==> config.mk <==
export PLATFORM = sky130hd
export DESIGN_NAME = riscv_test_sequencer
export DESIGN_NICKNAME = d
export VERILOG_FILES = /design/src/rtl/riscv_test_sequencer.sv
export SDC_FILE = /design/constraint.sdc
export NUM_CORES = 1
export LEC_CHECK = 0
export CAP_MARGIN = 20
export CORE_MARGIN = 2
export CORE_UTILIZATION = 30
export CTS_BUF_LIST = sky130_fd_sc_hd__clkbuf_2 sky130_fd_sc_hd__clkbuf_4 sky130_fd_sc_hd__clkbuf_8
export DETAILED_ROUTE_END_ITERATION = 6
export PLACE_DENSITY = 0.65
export REMOVE_ABC_BUFFERS = 1
export SYNTH_ARGS = -nofsm -noshare
export SYNTH_HDL_FRONTEND = slang
export SYNTH_SLANG_ARGS = --single-unit
==> constraint.sdc <==
create_clock -name clk -period 3.1 [get_ports clk]
set_input_delay 0.93 -clock clk [delete_from_list [all_inputs] [get_ports clk]]
set_output_delay 0.93 -clock clk [all_outputs]
set_load 0.05 [all_outputs]
==> src/rtl/riscv_test_sequencer.sv <==
// On-chip test sequencer: boots each selected test slot in turn, watches the data-memory bus
// for a tohost write and grades every test as pass, fail or timeout.
module riscv_test_sequencer #(
  parameter int unsigned       N_TESTS     = 4,
  parameter int unsigned       ADDR_W      = 32,
  parameter int unsigned       DATA_W      = 32,
  parameter int unsigned       TIMEOUT_W   = 16,
  parameter logic [ADDR_W-1:0] BOOT_BASE   = 32'h0000_0000,
  parameter logic [ADDR_W-1:0] BOOT_STRIDE = 32'h0000_0400,
  parameter logic [ADDR_W-1:0] TOHOST_ADDR = 32'h0000_1000,
  parameter int unsigned       RST_HOLD    = 4,
  localparam int unsigned      ID_W        = (N_TESTS > 1) ? $clog2(N_TESTS) : 1,
  localparam int unsigned      CNT_W       = $clog2(N_TESTS + 1)
) (
  input  logic                 clk,
  input  logic                 rst,
  input  logic                 start,
  input  logic [N_TESTS-1:0]   test_mask,
  input  logic [TIMEOUT_W-1:0] timeout_cycles,
  input  logic                 dmem_we,
  input  logic [ADDR_W-1:0]    dmem_addr,
  input  logic [DATA_W-1:0]    dmem_wdata,
  output logic                 core_rst_n,
  output logic [ADDR_W-1:0]    boot_pc,
  output logic [ID_W-1:0]      test_id,
  output logic                 busy,
  output logic                 done,
  output logic                 result_valid,
  output logic [1:0]           result_code,
  output logic [DATA_W-1:0]    result_data,
  output logic [CNT_W-1:0]     pass_cnt,
  output logic [CNT_W-1:0]     fail_cnt,
  output logic [CNT_W-1:0]     tmo_cnt
);

  localparam int unsigned HOLD_W = (RST_HOLD > 1) ? $clog2(RST_HOLD) : 1;

  typedef enum logic [2:0] {
    StIdle,
    StSelect,
    StHold,
    StRun,
    StReport,
    StDone
  } state_t;

  state_t               state_q;
  logic [N_TESTS-1:0]   mask_q;
  logic [TIMEOUT_W-1:0] timeout_q;
  logic [TIMEOUT_W-1:0] cyc_cnt_q;
  logic [HOLD_W-1:0]    hold_cnt_q;

  logic tohost_hit;
  logic tmo_hit;
  logic last_id;

  assign tohost_hit = dmem_we && (dmem_addr == TOHOST_ADDR);
  // A zero limit disables the timeout; the cycle counter is then free to wrap.
  assign tmo_hit    = (timeout_q != '0) && (cyc_cnt_q == timeout_q - TIMEOUT_W'(1));
  assign last_id    = (test_id == ID_W'(N_TESTS - 1));

  always_ff @(posedge clk) begin
    if (rst) begin
      state_q      <= StIdle;
      mask_q       <= '0;
      timeout_q    <= '0;
      cyc_cnt_q    <= '0;
      hold_cnt_q   <= '0;
      core_rst_n   <= 1'b0;
      boot_pc      <= '0;
      test_id      <= '0;
      busy         <= 1'b0;
      done         <= 1'b0;
      result_valid <= 1'b0;
      result_code  <= '0;
      result_data  <= '0;
      pass_cnt     <= '0;
      fail_cnt     <= '0;
      tmo_cnt      <= '0;
    end else begin
      result_valid <= 1'b0;
      unique case (state_q)
        StIdle, StDone: begin
          if (start) begin
            state_q   <= StSelect;
            mask_q    <= test_mask;
            timeout_q <= timeout_cycles;
            pass_cnt  <= '0;
            fail_cnt  <= '0;
            tmo_cnt   <= '0;
            test_id   <= '0;
            busy      <= 1'b1;
            done      <= 1'b0;
          end
        end
        StSelect: begin
          if (mask_q[test_id]) begin
            boot_pc    <= BOOT_BASE + BOOT_STRIDE * ADDR_W'(test_id);
            hold_cnt_q <= '0;
            state_q    <= StHold;
          end else if (last_id) begin
            state_q <= StDone;
            busy    <= 1'b0;
            done    <= 1'b1;
          end else begin
            test_id <= test_id + ID_W'(1);
          end
        end
        StHold: begin
          if (hold_cnt_q == HOLD_W'(RST_HOLD - 1)) begin
            state_q    <= StRun;
            core_rst_n <= 1'b1;
            cyc_cnt_q  <= '0;
          end else begin
            hold_cnt_q <= hold_cnt_q + HOLD_W'(1);
          end
        end
        StRun: begin
          cyc_cnt_q <= cyc_cnt_q + TIMEOUT_W'(1);
          // The tohost write takes priority over a coincident timeout.
          if (tohost_hit) begin
            state_q      <= StReport;
            core_rst_n   <= 1'b0;
            result_valid <= 1'b1;
            result_data  <= dmem_wdata;
            if (dmem_wdata == DATA_W'(1)) begin
              result_code <= 2'b01;
              pass_cnt    <= pass_cnt + CNT_W'(1);
            end else begin
              result_code <= 2'b10;
              fail_cnt    <= fail_cnt + CNT_W'(1);
            end
          end else if (tmo_hit) begin
            state_q      <= StReport;
            core_rst_n   <= 1'b0;
            result_valid <= 1'b1;
            result_data  <= '0;
            result_code  <= 2'b11;
            tmo_cnt      <= tmo_cnt + CNT_W'(1);
          end
        end
        StReport: begin
          if (last_id) begin
            state_q <= StDone;
            busy    <= 1'b0;
            done    <= 1'b1;
          end else begin
            test_id <= test_id + ID_W'(1);
            state_q <= StSelect;
          end
        end
        default: state_q <= StIdle;
      endcase
    end
  end

endmodule

Word level (Yosys, flattened, before mapping)
Cells that the tools add are included.
{"block": "totals", "regBits": 92, "inputBits": 88, "out_inout_bits": 81}
{"block": "classes", "addsub": 7, "n_lt_le_gt_ge": 1, "eq_ne": 22, "n_mux": 48, "n_bitwise": 1, "n_reduce_logical": 22}
{"op": "$mux W32", "n": 2}
{"op": "$mux W3", "n": 14}
{"op": "$eq A32 B1 Y1 const B", "n": 1}
{"op": "$eq A32 B13 Y1 const B", "n": 1}
{"op": "$pmux W16 S2", "n": 1}
{"op": "$ne A2 B2 Y1 const B", "n": 10}
{"op": "$pmux W3 S2", "n": 3}
{"op": "$add A16 B1 Y16 const B", "n": 1}
{"op": "$eq A16 B16 Y1", "n": 1}
{"op": "$mux W16", "n": 1}
{"op": "$mux W2", "n": 8}
{"op": "$reduce_and A4 Y1", "n": 4}
{"op": "$reduce_bool A16 Y1", "n": 1}
{"op": "$sub A16 B1 Y16 const B", "n": 1}
{"op": "$pmux W3 S5", "n": 1}
{"op": "$mux W1", "n": 12}
{"op": "$add A3 B1 Y3 const B", "n": 3}
{"op": "$reduce_and A3 Y1", "n": 3}
{"op": "$reduce_and A2 Y1", "n": 4}
{"op": "$reduce_bool A2 Y1", "n": 4}
{"op": "$eq A3 B2 Y1 const B", "n": 2}
{"op": "$eq A3 B3 Y1 const B", "n": 2}
{"op": "$ne A3 B3 Y1 const B", "n": 2}
{"op": "$pmux W1 S3", "n": 2}
{"op": "other kinds (13)", "n": 17}

Logic depth before layout (Yosys ltp)
{"block": "depth", "depth_word": 6, "depth_mapped": 11}

Worst setup path before layout
No wires, ideal clock.
{"block": "synth_timing", "path_type": "input port to flip-flop", "from": "input port dmem_addr[1]", "to": "register fail_cnt[2]", "setup_ns": 0.061, "arrival_ns": 2.923, "path_slack_ns": 0.116, "cell_stages": 8, "n_path_buf": 1, "cell_sequence": "nor4b_1 nand4_1 or4_1 clkbuf_1 o31ai_1 a21oi_1 or4b_1 nand2_1"}
{"block": "synth_via", "elab_chain_cells": 4}
{"element": "from (decl)", "line_no": "21", "text": "input logic [ADDR_W-1:0] dmem_addr,"}
{"element": "$eq A32 B13 Y1", "line_no": "57", "text": "assign tohost_hit = dmem_we && (dmem_addr == TOHOST_ADDR);"}
{"element": "$logic_and A1 B1 Y1", "line_no": "57"}
{"element": "$ne A2 B2 Y1 (no source line)"}
{"element": "$reduce_and A4 Y1 (no source line)"}
{"element": "to (signal assigned)", "line_no": "131", "text": "fail_cnt <= fail_cnt + CNT_W'(1);"}
{"element": "to (decl)", "line_no": "32", "text": "output logic [CNT_W-1:0] fail_cnt,"}
Every way passes these cells.
A chain may end at the register's enable or synchronous reset.

Final worst setup path
{"block": "layout_timing", "from": "input port dmem_addr[7]", "to": "register pass_cnt[2]"}
{"block": "layout_via", "elab_chain_cells": 4}
{"element": "$eq A32 B13 Y1", "line_no": "57"}
{"element": "$logic_and A1 B1 Y1", "line_no": "57"}
{"element": "$ne A2 B2 Y1 (no source line)"}
{"element": "$reduce_and A4 Y1 (no source line)"}
{"element": "to (signal assigned)", "line_no": "128", "text": "pass_cnt <= pass_cnt + CNT_W'(1);"}
{"element": "to (decl)", "line_no": "31", "text": "output logic [CNT_W-1:0] pass_cnt,"}
Every way passes these cells.

==> results.ini <==
[worst_setup_path]
worstSetupStartpointType=input pin
crit_chain=clkdlybuf4s50_1 -> nor4_1 -> nand4_1 -> or4_4 -> o31ai_1 -> a21oi_1 -> or4b_1 -> nand2_1
crit_path_top_delay_cell=or4_4
crit_type=input pin to flop
crit_path_end_kind=flop
max_stage_delay_ns=0.58
cp_max_fo=3
required_ns=3.42
cp.arrival_ns=3.34

[grt]
grt_pass1_wl_mm=25.5
first_global_vias=5214
track_usage_pct=15.7
grt_antenna_before_repair=0
grt_max_degree=42
gr-total-overflow=0

[timing]
min_period_over_period_pct=97.5
skew_ns=0.0163
finalSetupTns_ns=0
maxSlewViolCount=0
setup_viol=0
fin_crit_ns=3.02
hold_viol_final=0
finalHoldWorstSlack_ns=0.461
clock.fmax_mhz=331
tightest_slew_ns=0.588
finalWorstSetupSlack_ns=0.0776
grt_setup_unrepaired=no
max_slew_margin_pct=60.7

[synthesis]
synth_area_per_cell_um2=8.35
ys_seq_area_share_pct=32.6
synth.ff_latch_count=92
yosysTopAreaCell=dfxtp_1
async_flop_share_pct=0
ys.flop_type=dfxtp_1
yosys_warnings=0
netlist_instances=676
ys_types=76
synth_edf_count=0
netlist_top_cells_area=dfxtp_1, o41ai_2, a31oi_1
synth_area_um2=5640
synth_top_area_share_pct=32.6

[layout]
mostFrequentLayoutCells=clkdlybuf4s50_1, dfxtp_1, nand2_1
diodes=0
area_delta_synth_final_pct=35.8
final_common_cell=clkdlybuf4s50_1
drive_gt1_share_pct=16.1
fin_util_pct=41.3
nets=921
fin_cells=1065

[die]
initial_core_util_pct=30.4
rows=50
dieArea_um2=19900
dieHeight_um=141
core_region_area_um2=18600
die_w_um=141
io-pin-count=169

[clocking]
cts_buffers=9
cts_tree=done
post_cts_buffers=0
clockBufferDepth=2
htree_levels=3
clk_latency_ns=0.38
cts.sinks=92
cts.clk_slew.worst_paths_ns=0.10
root_buffer=clkbuf_8

[routing]
drc_errors=0
dr.pass1.iters=4
ant_nets=0
wl_mm=15.8
drtIter0Drc=259
vias_per_cell=5.19
wl_per_cell_um=14.8
vias=5530

[placement]
place_inst=1049
dpl.hpwl_mm=11.6
io_buffers=138
post-place-ws_ns=-0.324
place_congestion=0.877

[hold_path]
hp-class=flop to flop

[pwr]
power.density_nw_per_um2=465
cellLeakagePower_nw=2.85
ir_worst_vdd_uv=196

[run_status]
status=finished, final reports clean

[run]
maxCapViolCount=0

cell families (layout without fill, tap and decap cells):
group                      after synthesis  in the layout  synth area share (%)
muxes                                   13             13                  2.66
buffers and inverters                  123            249                  10.7
other                                    1             30                0.0664
DFF                                     92             92                  32.6
and+or+nand+nor                        263            263                  26.2
adders and majority gates                7              7                  1.55
xor gates and xnor gates                16             16                  2.75
AOI/OAI and AO/OA                      161            161                  23.4
flip-flops by register name, summed over array words and instances, names as in the netlist:
signal	cells
state_q	3
busy	1
result_valid	1
fail_cnt	3
boot_pc	2
core_rst_n	1
timeout_q	16
result_code	2
result_data	32
hold_cnt_q	2
cyc_cnt_q	16
test_id	2
mask_q	4
pass_cnt	3
done	1
tmo_cnt	3
where the power goes:
part           leakage, nW  internal (W)  switching (W)
clock                0.108      0.000404       0.000476
combinational         1.99      0.000534       0.000782
sequential           0.753       0.00129      0.0000820
synth_stat cells, drive strengths merged (4+ instances only):
library cell / instances
dfxtp: 92
ha: 7
nor4b: 7
or4: 4
nand3b: 5
nor4: 19
o21ai: 12
mux2: 6
o41ai: 32
nand2: 59
nor2: 46
nor3: 49
a21oi: 45
or3: 10
nand3: 20
or2: 4
or4b: 4
mux2i: 6
nand4: 10
a31oi: 39
a211oi: 4
and3: 6
xnor2: 12
buf: 41
o211ai: 6
clkbuf: 40
inv: 42
per-layer routing:
metal | global-route usage [%] | up-vias | wire, µm
met2 | 26.6 | 139 | 7700
met1 | 19.6 | 2622 | 6930
li1 | - | 2738 | -
met3 | 2.79 | 31 | 702
met5 | 0 | - | 0
met4 | 6.37 | 0 | 445
path summary, 6_finish.rpt:
kind,from,slack (ns),cells after the start,end
max,dmem_addr[7],0.08,8,pass_cnt[2]
min,mask_q[2],0.46,2,mask_q[2]
max reg2reg,timeout_q[0],0.34,9,tmo_cnt[0]
min reg2reg,mask_q[2],0.46,2,mask_q[2]
worst max-delay path, delay by kind of cell:
family                 cells  cell delay, ns
buffers and inverters      1            0.40
and+or+nand+nor            5            1.62
AOI/OAI and AO/OA          2            0.39
timing repair:
action | 4_1_cts | 5_1_grt
endpoints found under the setup margin | 0 | 5
hold buffers | 0 | 0
gates resized for setup | 0 | 3
stage by stage:
step	cell area (µm²)	total power (W)
after floorplan	5310	0.00224
after global placement	7440	0.00270
after detailed placement	7440	0.00271
after CTS	7650	0.00360
after global routing	7670	0.00374
final	7670	0.00357
final cells by class:
cell class	count	area, µm²
Clock inverter	6	70.1
Timing Repair Buffer	191	1830
Tap cell	234	293
Clock buffer	10	138
Inverter	42	158
Sequential cell	92	1840
Multi-Input combinational cell	490	3340
Fill cell	1855	10900
Note: power is estimated with default switching activity, not from simulation.
